`src/rtl/adpll_lock_sequencer.sv`:
```
// adpll_lock_sequencer: ADPLL node controller that sequences warmup, schedules acquire/track gains, and flags lock and acquisition timeout.
module adpll_lock_sequencer #(
  parameter int PDET_WIDTH = 8,
  parameter int KP_WIDTH = 3,
  parameter int KI_WIDTH = 4,
  parameter logic [KP_WIDTH-1:0] KP_ACQ = 3'b100,
  parameter logic [KI_WIDTH-1:0] KI_ACQ = 4'b0100,
  parameter logic [KP_WIDTH-1:0] KP_TRK = 3'b010,
  parameter logic [KI_WIDTH-1:0] KI_TRK = 4'b0001,
  parameter int WARMUP_CYCLES = 256,
  parameter int LOCK_THRESH = 4,
  parameter int UNLOCK_THRESH = 16,
  parameter int ACQ_GOOD = 8,
  parameter int LOCK_GOOD = 16,
  parameter int UNLOCK_BAD = 4,
  parameter int TIMEOUT_SAMPLES = 1024
) (
  input  logic                  fpga_clk_i,
  input  logic                  reset_i,
  input  logic                  start_i,
  input  logic                  sample_i,
  input  logic [PDET_WIDTH-1:0] error_i,
  output logic                  osc_enable_o,
  output logic                  loop_reset_o,
  output logic [KP_WIDTH-1:0]   kp_o,
  output logic [KI_WIDTH-1:0]   ki_o,
  output logic                  locked_o,
  output logic                  timeout_o,
  output logic [2:0]            state_o
);
  typedef enum logic [2:0] {IDLE = 3'd0, WARMUP = 3'd1, ACQUIRE = 3'd2, TRACK = 3'd3, LOCKED = 3'd4} state_t;
  localparam int GW = $clog2((ACQ_GOOD > LOCK_GOOD ? ACQ_GOOD : LOCK_GOOD) + 1);
  localparam int BW = $clog2(UNLOCK_BAD + 1);
  localparam logic [PDET_WIDTH-1:0] MOST_NEG = {1'b1, {(PDET_WIDTH-1){1'b0}}};
  localparam logic [PDET_WIDTH-1:0] LOCK_T = PDET_WIDTH'(LOCK_THRESH);
  localparam logic [PDET_WIDTH-1:0] UNLOCK_T = PDET_WIDTH'(UNLOCK_THRESH);
  localparam logic [15:0] WARM_LAST = 16'(WARMUP_CYCLES - 1);
  localparam logic [GW-1:0] ACQ_LAST = GW'(ACQ_GOOD - 1);
  localparam logic [GW-1:0] LOCK_LAST = GW'(LOCK_GOOD - 1);
  localparam logic [BW-1:0] BAD_LAST = BW'(UNLOCK_BAD - 1);
  localparam logic [11:0] TO_LAST = 12'(TIMEOUT_SAMPLES - 1);
  state_t state, nxt;
  logic [15:0] warm_cnt, warm_nxt, warm_inc;
  logic [GW-1:0] good_cnt, good_nxt, good_inc;
  logic [BW-1:0] bad_cnt, bad_nxt, bad_inc;
  logic [11:0] samp_cnt, samp_nxt, samp_inc;
  logic [PDET_WIDTH-1:0] abs_err;
  logic good, bad, to_nxt, trk;
  assign abs_err = !error_i[PDET_WIDTH-1] ? error_i : error_i == MOST_NEG ? ~MOST_NEG : -error_i;
  assign good = sample_i && abs_err <= LOCK_T;
  assign bad = sample_i && abs_err > UNLOCK_T;
  assign warm_inc = &warm_cnt ? warm_cnt : warm_cnt + 16'd1;
  assign good_inc = &good_cnt ? good_cnt : good_cnt + GW'(1);
  assign bad_inc = &bad_cnt ? bad_cnt : bad_cnt + BW'(1);
  assign samp_inc = &samp_cnt ? samp_cnt : samp_cnt + 12'd1;
  assign trk = nxt == TRACK || nxt == LOCKED;
  assign state_o = state;
  always_comb begin
    nxt = state;
    warm_nxt = '0;
    good_nxt = good_cnt;
    bad_nxt = bad_cnt;
    samp_nxt = samp_cnt;
    to_nxt = timeout_o;
    case (state)
      IDLE: begin
        good_nxt = '0;
        bad_nxt = '0;
        samp_nxt = '0;
        to_nxt = 1'b0;
        nxt = start_i ? WARMUP : IDLE;
      end
      WARMUP: begin
        good_nxt = '0;
        bad_nxt = '0;
        samp_nxt = '0;
        warm_nxt = warm_inc;
        nxt = warm_cnt == WARM_LAST ? ACQUIRE : WARMUP;
      end
      ACQUIRE, TRACK: begin
        samp_nxt = sample_i ? samp_inc : samp_cnt;
        good_nxt = good ? good_inc : sample_i ? '0 : good_cnt;
        if (state == ACQUIRE && good && good_cnt == ACQ_LAST) begin
          nxt = TRACK;
          good_nxt = '0;
        end
        if (state == TRACK && good && good_cnt == LOCK_LAST) begin
          nxt = LOCKED;
          good_nxt = '0;
        end
        if (state == TRACK && bad) begin
          nxt = ACQUIRE;
          good_nxt = '0;
        end
        if (sample_i && samp_cnt == TO_LAST) begin
          nxt = WARMUP;
          to_nxt = 1'b1;
          good_nxt = '0;
        end
      end
      LOCKED: begin
        bad_nxt = bad ? bad_inc : sample_i ? '0 : bad_cnt;
        if (bad && bad_cnt == BAD_LAST) begin
          nxt = ACQUIRE;
          good_nxt = '0;
          bad_nxt = '0;
          samp_nxt = '0;
        end
      end
      default: nxt = IDLE;
    endcase
    if (!start_i) begin
      nxt = IDLE;
      to_nxt = 1'b0;
      good_nxt = '0;
      bad_nxt = '0;
      samp_nxt = '0;
    end
  end
  always_ff @(posedge fpga_clk_i or posedge reset_i) begin
    if (reset_i) begin
      state <= IDLE;
      warm_cnt <= '0;
      good_cnt <= '0;
      bad_cnt <= '0;
      samp_cnt <= '0;
      osc_enable_o <= 1'b0;
      loop_reset_o <= 1'b1;
      kp_o <= KP_ACQ;
      ki_o <= KI_ACQ;
      locked_o <= 1'b0;
      timeout_o <= 1'b0;
    end else begin
      state <= nxt;
      warm_cnt <= warm_nxt;
      good_cnt <= good_nxt;
      bad_cnt <= bad_nxt;
      samp_cnt <= samp_nxt;
      osc_enable_o <= nxt != IDLE;
      loop_reset_o <= nxt == IDLE || nxt == WARMUP;
      kp_o <= trk ? KP_TRK : KP_ACQ;
      ki_o <= trk ? KI_TRK : KI_ACQ;
      locked_o <= nxt == LOCKED;
      timeout_o <= to_nxt;
    end
  end
endmodule
```
`config.mk`:
```
export PLATFORM = sky130hd
export DESIGN_NAME = adpll_lock_sequencer
export DESIGN_NICKNAME = d
export VERILOG_FILES = /design/src/rtl/adpll_lock_sequencer.sv
export SDC_FILE = /design/constraint.sdc
export NUM_CORES = 1
export LEC_CHECK = 0
export ABC_AREA = 1
export ABC_CLOCK_PERIOD_IN_PS = 4280
export CAP_MARGIN = 20
export CORE_MARGIN = 3
export CORE_UTILIZATION = 47
export DETAILED_ROUTE_END_ITERATION = 8
export HOLD_SLACK_MARGIN = 0.02
export PLACE_DENSITY_LB_ADDON = 0.05
export SLEW_MARGIN = 20
export SYNTH_ARGS = -nofsm -noshare
export SYNTH_HDL_FRONTEND = slang
export SYNTH_SLANG_ARGS = --single-unit
export TNS_END_PERCENT = 5
```
`constraint.sdc`:
```
create_clock -name fpga_clk_i -period 4.28 [get_ports fpga_clk_i]
set_input_delay 0.856 -clock fpga_clk_i [delete_from_list [all_inputs] [get_ports fpga_clk_i]]
set_output_delay 0.856 -clock fpga_clk_i [all_outputs]
set_load 0.05 [all_outputs]
```
# ---- Yosys cells after proc, flatten, opt, wreduce, memory -nomap -nowiden
# Index checks and enable logic that the tools add are counted.
# W data, S select, Z words.
dict set report word_totals {
  ff_bits 49
}
dict set report classes {
  order_cmp 2
  eq_ne 25
  addsub 5
  muxes 38
  reduce_logical 24
}
# op n
set ops {}
lappend ops {{$mux W12} 4}
lappend ops {{$mux W5} 9}
lappend ops {{$mux W3} 13}
lappend ops {{$pmux W12 S3} 1}
lappend ops {{$mux W16} 2}
lappend ops {{$add A16 B1 Y16 const B} 1}
lappend ops {{$eq A16 B8 Y1 const B} 1}
lappend ops {{$mux W8} 2}
lappend ops {{$ne A8 B8 Y1 const B} 2}
lappend ops {{$reduce_and A16 Y1} 1}
lappend ops {{$pmux W5 S3} 1}
lappend ops {{$add A12 B1 Y12 const B} 1}
lappend ops {{$eq A12 B10 Y1 const B} 1}
lappend ops {{$eq A3 B2 Y1 const B} 4}
lappend ops {{$ne A3 B3 Y1 const B} 4}
lappend ops {{$pmux W3 S4} 1}
lappend ops {{$reduce_and A12 Y1} 1}
lappend ops {{$ne A5 B5 Y1 const B} 2}
lappend ops {{$logic_and A1 B1 Y1} 9}
lappend ops {{$eq A8 B8 Y1 const B} 1}
lappend ops {{$gt A8 B5 Y1 const B} 1}
lappend ops {{$le A8 B3 Y1 const B} 1}
lappend ops {{$neg A8 Y8} 1}
lappend ops {{$reduce_and A4 Y1} 2}
lappend ops {{21 further kinds} 28}

# ---- Depth between registers and ports, before layout
dict set report depth {
  ltp_word 16
  ltp_mapped 17
  mapped_depth_nobuf 17
}

# ---- Worst setup path before layout
# Ideal clock, no wire load.
dict set report synth_timing {
  path_type {input to register}
  start {in error_i[0]}
  end {reg good_cnt[3]}
  path_stages 14
  path_buffers 0
  arrival_time_ns 2.214
  setup_time_ns 0.123
  path_slack_ns 1.944
  path_cell_list {inv_1 -> ha_1 -> nand2_1 -> nand2_1 -> nor2_2 -> nand2_1 -> nor2_1 -> nand3_2 -> nand3_1 -> nand3_1 -> nor2_4 -> nor2_8 -> nand2_1 -> o21ai_1}
}
dict set report synth_via {
  elab_chain_cells 13
  word_cells_on_any_way 25
}
# item line
set synth_rtl {}
lappend synth_rtl {{from (decl)} 22} ;# input logic [PDET_WIDTH-1:0] error_i,
lappend synth_rtl {{$neg A8 Y8 / $eq A8 B8 Y1 (equally long branches)} 49} ;# assign abs_err = !error_i[PDET_WIDTH-1] ? error_i : error_i == MOST_NEG ? ~MOST_NEG : -error_i;
lappend synth_rtl {{$mux W8} 49}
lappend synth_rtl {{$mux W8 *} 49}
lappend synth_rtl {{$le A8 B3 Y1} 50} ;# assign good = sample_i && abs_err <= LOCK_T;
lappend synth_rtl {{$logic_and A1 B1 Y1} 50}
lappend synth_rtl {{$logic_and A1 B1 Y1 (2 in series)} 83} ;# if (state == ACQUIRE && good && good_cnt == ACQ_LAST) begin
lappend synth_rtl {{$mux W5} 83}
lappend synth_rtl {{$mux W5} 87} ;# if (state == TRACK && good && good_cnt == LOCK_LAST) begin
lappend synth_rtl {{$mux W5} 91} ;# if (state == TRACK && bad) begin
lappend synth_rtl {{$mux W5} 95} ;# if (sample_i && samp_cnt == TO_LAST) begin
lappend synth_rtl {{$pmux W5 S3} 65} ;# case (state)
lappend synth_rtl {{$mux W5} 112} ;# if (!start_i) begin
lappend synth_rtl {{to (signal assigned)} 136} ;# good_cnt <= good_nxt;
lappend synth_rtl {{to (decl)} 44} ;# logic [GW-1:0] good_cnt, good_nxt, good_inc;
# Mark *: on every way between the ends. The rest lies on a longest branch, timed or not.
# A chain may end at the register's enable or synchronous reset.

# ---- Worst setup path in the final report
dict set report layout_timing {
  start {in start_i}
  end {reg samp_cnt[11]}
}
dict set report layout_via {
  elab_chain_cells 2
  word_cells_on_any_way 6
}
# item line
set layout_rtl {}
lappend layout_rtl {{from (decl)} 20} ;# input logic start_i,
lappend layout_rtl {{$ne A4 B2 Y1 (no source line) / $ne A3 B3 Y1 (equally long branches)} -}
lappend layout_rtl {{$reduce_and A4 Y1 (no source line)} -}
lappend layout_rtl {{to (signal assigned)} 138} ;# samp_cnt <= samp_nxt;
lappend layout_rtl {{to (decl)} 46} ;# logic [11:0] samp_cnt, samp_nxt, samp_inc;
# Several ways; a longest one is shown, not always the timed one.

==> impl_metrics.json <==
{
  "status": "finished clean",
  "fmax_ghz": 0.345,
  "worstMarginPinSlew_ns": 0.918,
  "clk_pin_slew_worst_paths_ns": 0.09,
  "endpoint_kind": "flop",
  "crit_type": "in2reg",
  "netlist_instances": 418,
  "fin_crit_sh_pct": 67.7,
  "mostFrequentLayoutCell": "nand2_1",
  "cp_data_required_time_ns": 4.51,
  "synth_compound_area_share_pct": 11.6,
  "clock_skew_ns": 0.0114,
  "dr.pass1.iters": 4,
  "antenna_found_initial": 0,
  "wl_microns": 6300,
  "final_max_slew_viol_count": 0,
  "rows": 29,
  "synthXorXnorAreaFrac_pct": 1.11,
  "detail_route.wl_per_cell_microns": 12.2,
  "die_h_microns": 88.0,
  "arrival_ns": 3.12,
  "final_cell_mix": "nand2_1, inv_1, dfrtp_1",
  "hold_buffers": 0,
  "netlist_area_sq_um": 3160,
  "synthSimpleGateAreaFrac_pct": 37.7,
  "p_leak_uw": 0.00161,
  "grt_pass1_wl_microns": 11100,
  "ir_worst_vdd_mv": 0.156,
  "die_area_sq_um": 7750,
  "synthAdderAreaFrac_pct": 3.56,
  "hold_path.class": "reg2reg",
  "grt_max_degree": 46,
  "critPathSlowestCell": "clkdlybuf4s50_1",
  "cts.sinks": 45,
  "ys_seq_area_share_pct": 35.7,
  "chipWidth_microns": 88.0,
  "cap_violations": 0,
  "hold_viol_final": 0,
  "synth_top_family_by_area": "simple AND/OR/NAND/NOR gates",
  "routed-via-count": 2668,
  "powerDensity_nw_per_um2": 259,
  "rsz0062_at_grt": "no",
  "critPathMaxFanout": 24,
  "slowest_delay_ns": 0.81,
  "nets": 459,
  "rr_startpoint": "state_o[2]",
  "fin_ws_ns": 1.38,
  "dp_slack_ns": 1.06,
  "clk_path_buf_depth": 2,
  "place_hpwl_microns": 4830,
  "synth_cell_types": 38,
  "overflow": 0,
  "initialDrtViolationCount": 75,
  "hp-start": "bad_cnt[1]",
  "place_congestion": 0.866,
  "ctsResizeCount": 0,
  "ant_nets": 0,
  "numCtsBuffers": 5,
  "start_kind": "primary input",
  "via_per_inst": 5.17,
  "avgSynthCellArea_sq_um": 7.57,
  "grt_pass1_vias": 2504,
  "root_buffer": "clkbuf_8",
  "drive_gt1_share_pct": 16.2,
  "setup_viol": 0,
  "cp_common_cell": "nand2_1",
  "diodes": 0,
  "io_buffers": 22,
  "cts_tree": "done",
  "min_period_ns": 2.90,
  "areaGrowthSynthToFinish_pct": 11.7,
  "clkLatencyLatePin_ns": 0.30,
  "track_usage_pct": 17.8,
  "fin_setup_tns_ns": 0,
  "drcViolationCount": 0,
  "cp-startpoint": "start_i",
  "ys_ff_latch": 45,
  "relSlewSlack_pct": 38.7,
  "coreArea_sq_um": 6420,
  "cp_cell_sequence": "clkdlybuf4s50_1, inv_1, nor3_2, nand2_1, nand3_4, nand2_1, o21ai_2",
  "postCtsSetupBuffers": 0,
  "synth.area.mux_share_pct": 0,
  "power.total_uw": 916,
  "htreeDepth": 2,
  "yosys_warnings": 0,
  "start_util_pct": 49.2,
  "pin_count": 26
}
## through the flow
step | hold WS, ns | area, sq um | utilization [%] | cells
2_1_floorplan | 0.446 | 3170 | - | 420
3_3_place_gp | 0.474 | 3400 | 52.9 | 508
3_5_place_dp | 0.467 | 3400 | 52.9 | 508
4_1_cts | 0.488 | 3530 | 55.0 | 516
5_1_grt | 0.523 | 3530 | 55.0 | 516
6_report | 0.488 | 3530 | 55.0 | 516
## cells by family (layout without fill, tap and decap cells)
logic type	after synthesis	in the layout
AOI/OAI and AO/OA	56	56
xor gates and xnor gates	4	4
adders and majority gates	9	9
buffers and inverters	73	92
DFF	45	45
other	1	3
and+or+nand+nor	230	230
## cell usage after synthesis, drive strengths merged
master,instances,area [sq um]
a31oi,5,31.3
xor2,4,35.0
nand2,105,424
buf,9,82.6
nand4,17,113
o221ai,1,8.76
a21o,1,7.51
nand3,32,210
nand3b,6,45.0
dfrtp,43,1080
dfstp,2,52.6
or2,3,18.8
o31ai,1,7.51
inv,62,233
a21oi,14,92.6
nor3,18,126
nor2,44,224
o21ai,32,205
a211oi,2,15.0
conb,1,3.75
nor4,5,31.3
ha,9,113
clkbuf,2,7.51
## final timing paths
path                                 to  slack, ns  cells past startpoint
max                        samp_cnt[11]       1.38                      7
min                          bad_cnt[1]       0.49                      2
max reg2reg                warm_cnt[13]       2.04                     10
min reg2reg                  bad_cnt[1]       0.49                      2
max in group asynchronous  warm_cnt[12]       2.63                      2
min in group asynchronous   samp_cnt[8]       1.07                      2
## flip-flops by register name (all words and copies together), names as in the netlist
name / flops
osc_enable_o: 1
state_o: 3
loop_reset_o: 1
timeout_o: 1
samp_cnt: 12
good_cnt: 5
locked_o: 1
kp_o: 2
warm_cnt: 16
bad_cnt: 3
## report_power, final
group | leakage (uW) | switching, uW | internal (uW)
logic | 0.000926 | 63.4 | 28.7
registers | 0.000615 | 3.55 | 429
clock network | 0.0000687 | 156 | 235
## routing by layer
| metal | vias to the layer above | routed length [microns] | track usage [%] |
|---|---|---|---|
| li1 | 1407 | - | - |
| met1 | 1227 | 3100 | 24.1 |
| met2 | 29 | 3000 | 29.9 |
| met3 | 5 | 161 | 3.10 |
| met4 | 0 | 44 | 3.71 |
| met5 | - | 0 | 0 |
## area by class of cell
cell class	instances	area, sq um
clock buffers	5	68.8
clock inverters	3	68.8
fillers	625	2890
inverters	62	233
multi-input cells	302	1720
flip-flops and latches	45	1130
well taps	77	96.3
repair buffers	22	220
## worst max-delay path: cells and delay by family
family | cells | cell delay (ns)
AND/OR/NAND/NOR | 4 | 1.08
buffers and inverters | 2 | 1.10
AO/OA/AOI/OAI | 1 | 0.07
Note: power is estimated with default switching activity, not from simulation.
